<file path="src/rtl/flash_lut_reader_if.sv">
// rtl/flash_lut_reader_if.sv - lookup-table request/response bundle between exposure FSM and flash reader
interface flash_lut_reader_if;
    logic [23:0] fd_address;
    logic        fd_valid;
    logic [7:0]  fd;
    logic        fd_ready;
    logic        busy;

    modport master (output fd_address, fd_valid, input fd, fd_ready, busy);
    modport slave  (input fd_address, fd_valid, output fd, fd_ready, busy);
endinterface

</file>
<file path="src/rtl/flash_lut_reader.sv">
// rtl/flash_lut_reader.sv - single-byte SPI NOR READ controller serving LUT requests
module flash_lut_reader #(
    parameter int          CLK_DIV  = 4,
    parameter logic [7:0]  CMD_READ = 8'h03
) (
    input  logic               clk,
    input  logic               rstn,
    flash_lut_reader_if.slave  req,
    output logic               spi_cs_n,
    output logic               spi_sck,
    output logic               spi_mosi,
    input  logic               spi_miso
);
    localparam logic [2:0] S_IDLE    = 3'd0;
    localparam logic [2:0] S_SETUP   = 3'd1;
    localparam logic [2:0] S_SHIFT   = 3'd2;
    localparam logic [2:0] S_DONE    = 3'd3;
    localparam logic [2:0] S_RECOVER = 3'd4;
    localparam int         DW        = (CLK_DIV > 1) ? $clog2(CLK_DIV) : 1;
    localparam logic [DW-1:0] DIV_LAST = DW'(CLK_DIV - 1);

    logic [2:0]    state_q, state_d;
    logic [DW-1:0] div_q, div_d;
    logic [5:0]    bit_q, bit_d;
    logic [31:0]   sr_q, sr_d;
    logic [7:0]    rx_q, rx_d, fd_q, fd_d;
    logic          rdy_q, rdy_d, busy_q, busy_d, rearm_q, rearm_d;
    logic          cs_n_q, cs_n_d, sck_q, sck_d, mosi_q, mosi_d;
    logic          phase_end;

    assign phase_end = (div_q == DIV_LAST);

    always_comb begin
        state_d = state_q;
        div_d   = div_q;
        bit_d   = bit_q;
        sr_d    = sr_q;
        rx_d    = rx_q;
        fd_d    = fd_q;
        rdy_d   = 1'b0;
        busy_d  = busy_q;
        rearm_d = rearm_q;
        cs_n_d  = cs_n_q;
        sck_d   = sck_q;
        mosi_d  = mosi_q;
        case (state_q)
            S_IDLE: begin
                if (req.fd_valid && rearm_q) begin
                    sr_d    = {CMD_READ, req.fd_address};
                    cs_n_d  = 1'b0;
                    mosi_d  = CMD_READ[7];
                    busy_d  = 1'b1;
                    rearm_d = 1'b0;
                    div_d   = '0;
                    state_d = S_SETUP;
                end else if (!req.fd_valid) begin
                    rearm_d = 1'b1;
                end
            end
            S_SETUP: begin
                if (phase_end) begin
                    div_d   = '0;
                    sck_d   = 1'b1;
                    bit_d   = 6'd0;
                    state_d = S_SHIFT;
                end else begin
                    div_d = div_q + 1'b1;
                end
            end
            S_SHIFT: begin
                if (!phase_end) begin
                    div_d = div_q + 1'b1;
                end else begin
                    div_d = '0;
                    if (sck_q) begin
                        // Falling edge: capture the read byte, launch the next command/address bit.
                        sck_d  = 1'b0;
                        sr_d   = {sr_q[30:0], 1'b0};
                        mosi_d = (bit_q < 6'd31) ? sr_q[30] : 1'b0;
                        if (bit_q >= 6'd32) rx_d = {rx_q[6:0], spi_miso};
                        if (bit_q == 6'd39) cs_n_d = 1'b1;
                    end else if (bit_q == 6'd39) begin
                        fd_d    = rx_q;
                        rdy_d   = 1'b1;
                        state_d = S_DONE;
                    end else begin
                        sck_d = 1'b1;
                        bit_d = bit_q + 6'd1;
                    end
                end
            end
            S_DONE: begin
                div_d   = '0;
                state_d = S_RECOVER;
            end
            S_RECOVER: begin
                if (!req.fd_valid) rearm_d = 1'b1;
                if (phase_end) begin
                    busy_d  = 1'b0;
                    state_d = S_IDLE;
                end else begin
                    div_d = div_q + 1'b1;
                end
            end
            default: state_d = S_IDLE;
        endcase
    end

    always_ff @(posedge clk) begin
        if (!rstn) begin
            state_q <= S_IDLE;
            div_q   <= '0;
            bit_q   <= 6'd0;
            sr_q    <= 32'h0;
            rx_q    <= 8'h00;
            fd_q    <= 8'h00;
            rdy_q   <= 1'b0;
            busy_q  <= 1'b0;
            rearm_q <= 1'b1;
            cs_n_q  <= 1'b1;
            sck_q   <= 1'b0;
            mosi_q  <= 1'b0;
        end else begin
            state_q <= state_d;
            div_q   <= div_d;
            bit_q   <= bit_d;
            sr_q    <= sr_d;
            rx_q    <= rx_d;
            fd_q    <= fd_d;
            rdy_q   <= rdy_d;
            busy_q  <= busy_d;
            rearm_q <= rearm_d;
            cs_n_q  <= cs_n_d;
            sck_q   <= sck_d;
            mosi_q  <= mosi_d;
        end
    end

    assign req.fd       = fd_q;
    assign req.fd_ready = rdy_q;
    assign req.busy     = busy_q;
    assign spi_cs_n     = cs_n_q;
    assign spi_sck      = sck_q;
    assign spi_mosi     = mosi_q;
endmodule
</file>
<file path="src/flat_wrapper.sv">
// flat-port wrapper written by rule: the top's interface ports become plain ports
module flash_lut_reader_flat 
#(
    parameter int          CLK_DIV  = 4,
    parameter logic [7:0]  CMD_READ = 8'h03
)
  (clk, rstn, spi_cs_n, spi_sck, spi_mosi, spi_miso, req_fd_address, req_fd_valid, req_fd, req_fd_ready, req_busy);
  flash_lut_reader_if req_i ();
  input  logic clk;
  input  logic rstn;
  output logic spi_cs_n;
  output logic spi_sck;
  output logic spi_mosi;
  input  logic spi_miso;
  input wire logic [$bits(req_i.fd_address)-1:0] req_fd_address;
  input wire logic [$bits(req_i.fd_valid)-1:0] req_fd_valid;
  output wire logic [$bits(req_i.fd)-1:0] req_fd;
  output wire logic [$bits(req_i.fd_ready)-1:0] req_fd_ready;
  output wire logic [$bits(req_i.busy)-1:0] req_busy;
  assign req_i.fd_address = req_fd_address;
  assign req_i.fd_valid = req_fd_valid;
  assign req_fd = req_i.fd;
  assign req_fd_ready = req_i.fd_ready;
  assign req_busy = req_i.busy;
  flash_lut_reader #(.CLK_DIV(CLK_DIV), .CMD_READ(CMD_READ)) u_core (.clk(clk), .rstn(rstn), .req(req_i), .spi_cs_n(spi_cs_n), .spi_sck(spi_sck), .spi_mosi(spi_mosi), .spi_miso(spi_miso));
endmodule
</file>
<file path="config.mk">
export PLATFORM = sky130hd
export DESIGN_NAME = flash_lut_reader_flat
export DESIGN_NICKNAME = d
export VERILOG_FILES = /design/src/rtl/flash_lut_reader_if.sv /design/src/rtl/flash_lut_reader.sv /design/src/flat_wrapper.sv
export SDC_FILE = /design/constraint.sdc
export NUM_CORES = 1
export LEC_CHECK = 0
export ABC_AREA = 1
export BUFFER_PORTS_ARGS = -buffer_cell sky130_fd_sc_hd__buf_2
export CORE_MARGIN = 8
export CORE_UTILIZATION = 40
export CTS_BUF_LIST = sky130_fd_sc_hd__clkbuf_4
export DETAILED_ROUTE_END_ITERATION = 7
export PLACE_DENSITY = 0.58
export SYNTH_ARGS = -nofsm -noshare
export SYNTH_HDL_FRONTEND = slang
export SYNTH_SLANG_ARGS = --single-unit
</file>
<file path="constraint.sdc">
create_clock -name clk -period 2.5 [get_ports clk]
set_input_delay 0.125 -clock clk [delete_from_list [all_inputs] [get_ports clk]]
set_output_delay 0.125 -clock clk [all_outputs]
set_load 0.005 [all_outputs]
</file>
==> qor.yml <==
grt:
  grt_pass1_wl_um: 11200
  globalRouteOverflowTotal: 0
  antenna_found_initial: 0
  gr-usage-all-layers_pct: 13.2
  grt_max_degree: 44
  grt_pass1_vias: 2608
clock_network:
  cts_buffers: 9
  clk_latency_ps: 410
  clockRootBuffer: "clkbuf_4"
  cts_hold_buffers: 3
  cts.reportedPaths.clkPinSlew_ps: 120
  cts_tree: "yes"
  post_cts_buffers: 0
  clock_path_buffers: 2
  h-tree-depth: 3
  cts_sinks: 64
  postCtsResizedCells: 0
cells_and_area:
  instances_no_fill: 610
  drive_above_1_share_pct: 13.5
  n_antenna_cell: 0
  nFillCells: 794
  layout_common_cells: "nand2_1, nor2_1, dfxtp_1"
  fin_nets: 537
  layout_commonest_cell: "nand2_1"
  area_growth_pct: 15.6
  final_util_pct: 48.0
  fin_area_um2: 3500
placement:
  hpwl_um: 4450
  place_congestion: 0.860
  dpl.cell_count: 591
  portBuffers: 40
  placed_area_um2: 3290
sta:
  hold_viol: 0
  setup_tns_ps: 0
  clock_skew_ps: 19.4
  slew_violations: 0
  finalSetupViolCount: 0
  finalCritPeriodShare_pct: 71.8
  worstMarginPinSlew_ps: 665
  finalCriticalPeriod_ps: 1790
  max-slew-margin-rel_pct: 55.6
  fmax_ghz: 0.557
  grt_setup_unrepaired: "no"
floorplan:
  rows: 31
  chipWidth_um: 103
  die_h_um: 103
  dieArea_um2: 10600
  core_um2: 7290
  start_util_pct: 41.6
  ioPinCount: 41
logic_synthesis:
  synthesis.area_um2: 3030
  postSynthAreaPerCell_um2: 6.48
  synth_fp_nets: 499
  synth_top_area_share_pct: 42.3
  syn_inst: 468
  synth_area_leaders: "dfxtp_1, nand2_1, nor2_1, o21ai_0, inv_1"
  yosysTopAreaCell: "dfxtp_1"
  ys_seq_area_share_pct: 42.3
  ys_seq_elements: 64
  yosysWarnings: 0
  synth_cell_types: 24
detailed_routing:
  first_pass_iters: 4
  drt-wirelength-per-cell_um: 10.7
  ant_nets: 0
  num_vias: 2797
  drc: 0
  drt_iter0_drc: 150
  viasPerCell: 4.59
  wl_um: 6530
worst_setup_path:
  r2r_cells: 8
  crit_required_ps: 2770
  crit_fanout: 30
  cp_top_family: "buffers and inverters"
  endpoint_kind: "flop"
  path_class: "reg -> reg"
  crit_buf_inv: 2
  worst-path-stages: 8
  slowest_delay_ps: 480
  path_common_cell: "nand2_1"
  cp-start-kind: "flop"
  slowest_stage: "dfxtp_1"
  worstPathArrival_ps: 2070
  path_cells: "nand2_2 > inv_2 > o21ai_4 > nand3_2 > buf_4 > nand2_1 > nand2_1 > nor2_1"
power_and_ir_drop:
  power_density_nw_per_um2: 1020
  vdd_drop_max_v: 0.000363
  total_leakage_power_uw: 0.00175
status:
  status: "finished clean"
worst_hold_path:
  hold_path_depth: 5
  hold_class: "in -> reg"
flow_run:
  drv_cap: 0
==> worst min-delay path, stage by stage <==
cell,delay (ps)
buf_2,70
nand2_1,40
o21ai_0,60
nor2_1,50
nor2_1,80
==> cell usage after synthesis, drive strengths merged <==
master / n
a21oi: 15
a31oi: 1
buf: 11
clkbuf: 11
dfxtp: 64
ha: 3
inv: 51
nand2: 128
nand3: 18
nand3b: 1
nand4: 11
nor2: 105
nor3: 5
o21ai: 44
==> through the flow <==
step | power (uW) | worst slack, ps | hold WS, ps
after floorplan | 2500 | 955 | 238
after global placement | 2700 | 651 | 353
after detailed placement | 2710 | 675 | 368
after CTS | 3630 | 663 | 25.2
after global routing | 3930 | 494 | 41.4
final | 3580 | 706 | 42.6
==> layout make-up <==
| type | count | area [um2] | area share (%) |
|---|---|---|---|
| clock buffer | 9 | 67.6 | 1.93 |
| clock inverter | 7 | 119 | 3.39 |
| inverter | 51 | 191 | 5.46 |
| multi-input combinational | 331 | 1450 | 41.3 |
| sequential | 64 | 1280 | 36.6 |
| tap | 99 | 124 | 3.54 |
| timing repair buffer | 49 | 275 | 7.86 |
==> layer usage <==
layer  track usage, %  share of wire (%)  up-vias
met5                0                  0        -
met4             6.56                1.6        0
met3             3.44                4.7       10
met2             22.4                 47       38
met1             14.9                 47     1220
li1                 -                  -     1529
==> logic make-up (layout without fill, tap and decap cells) <==
group / count (synthesis) / after routing / synth area share [%]
buf+inv: 73 / 116 / 10.0
flops: 64 / 64 / 42.3
compound gates: 60 / 60 / 10.3
fa+ha+maj: 3 / 3 / 1.24
simple gates: 268 / 268 / 36.1
==> final timing paths <==
kind                           from         endpoint  slack, ps
hold reg to reg     u_core.sr_q[25]  u_core.sr_q[25]        470
hold / removal    req_fd_address[5]   u_core.sr_q[5]         40
setup / recovery  u_core.state_q[1]  u_core.sr_q[27]        710
setup reg to reg  u_core.state_q[1]  u_core.sr_q[27]        710
==> state kept, by name, indices dropped and copies added, names as in the netlist <==
signal,flops
u_core.rx_q,8
u_core.div_q,2
u_core.rearm_q,1
u_core.req.fd_ready,1
u_core.sr_q,31
u_core.req.busy,1
u_core.req.fd,8
u_core.state_q,3
u_core.spi_sck,1
u_core.spi_cs_n,1
u_core.spi_mosi,1
u_core.bit_q,6
==> report_power, final <==
group / leakage [uW] / switching (uW) / internal [uW]
registers: 0.000524 / 99.0 / 1250
clock network: 0.0000942 / 387 / 508
logic: 0.00113 / 871 / 464
No activity file was read; power rests on OpenSTA's default activity.
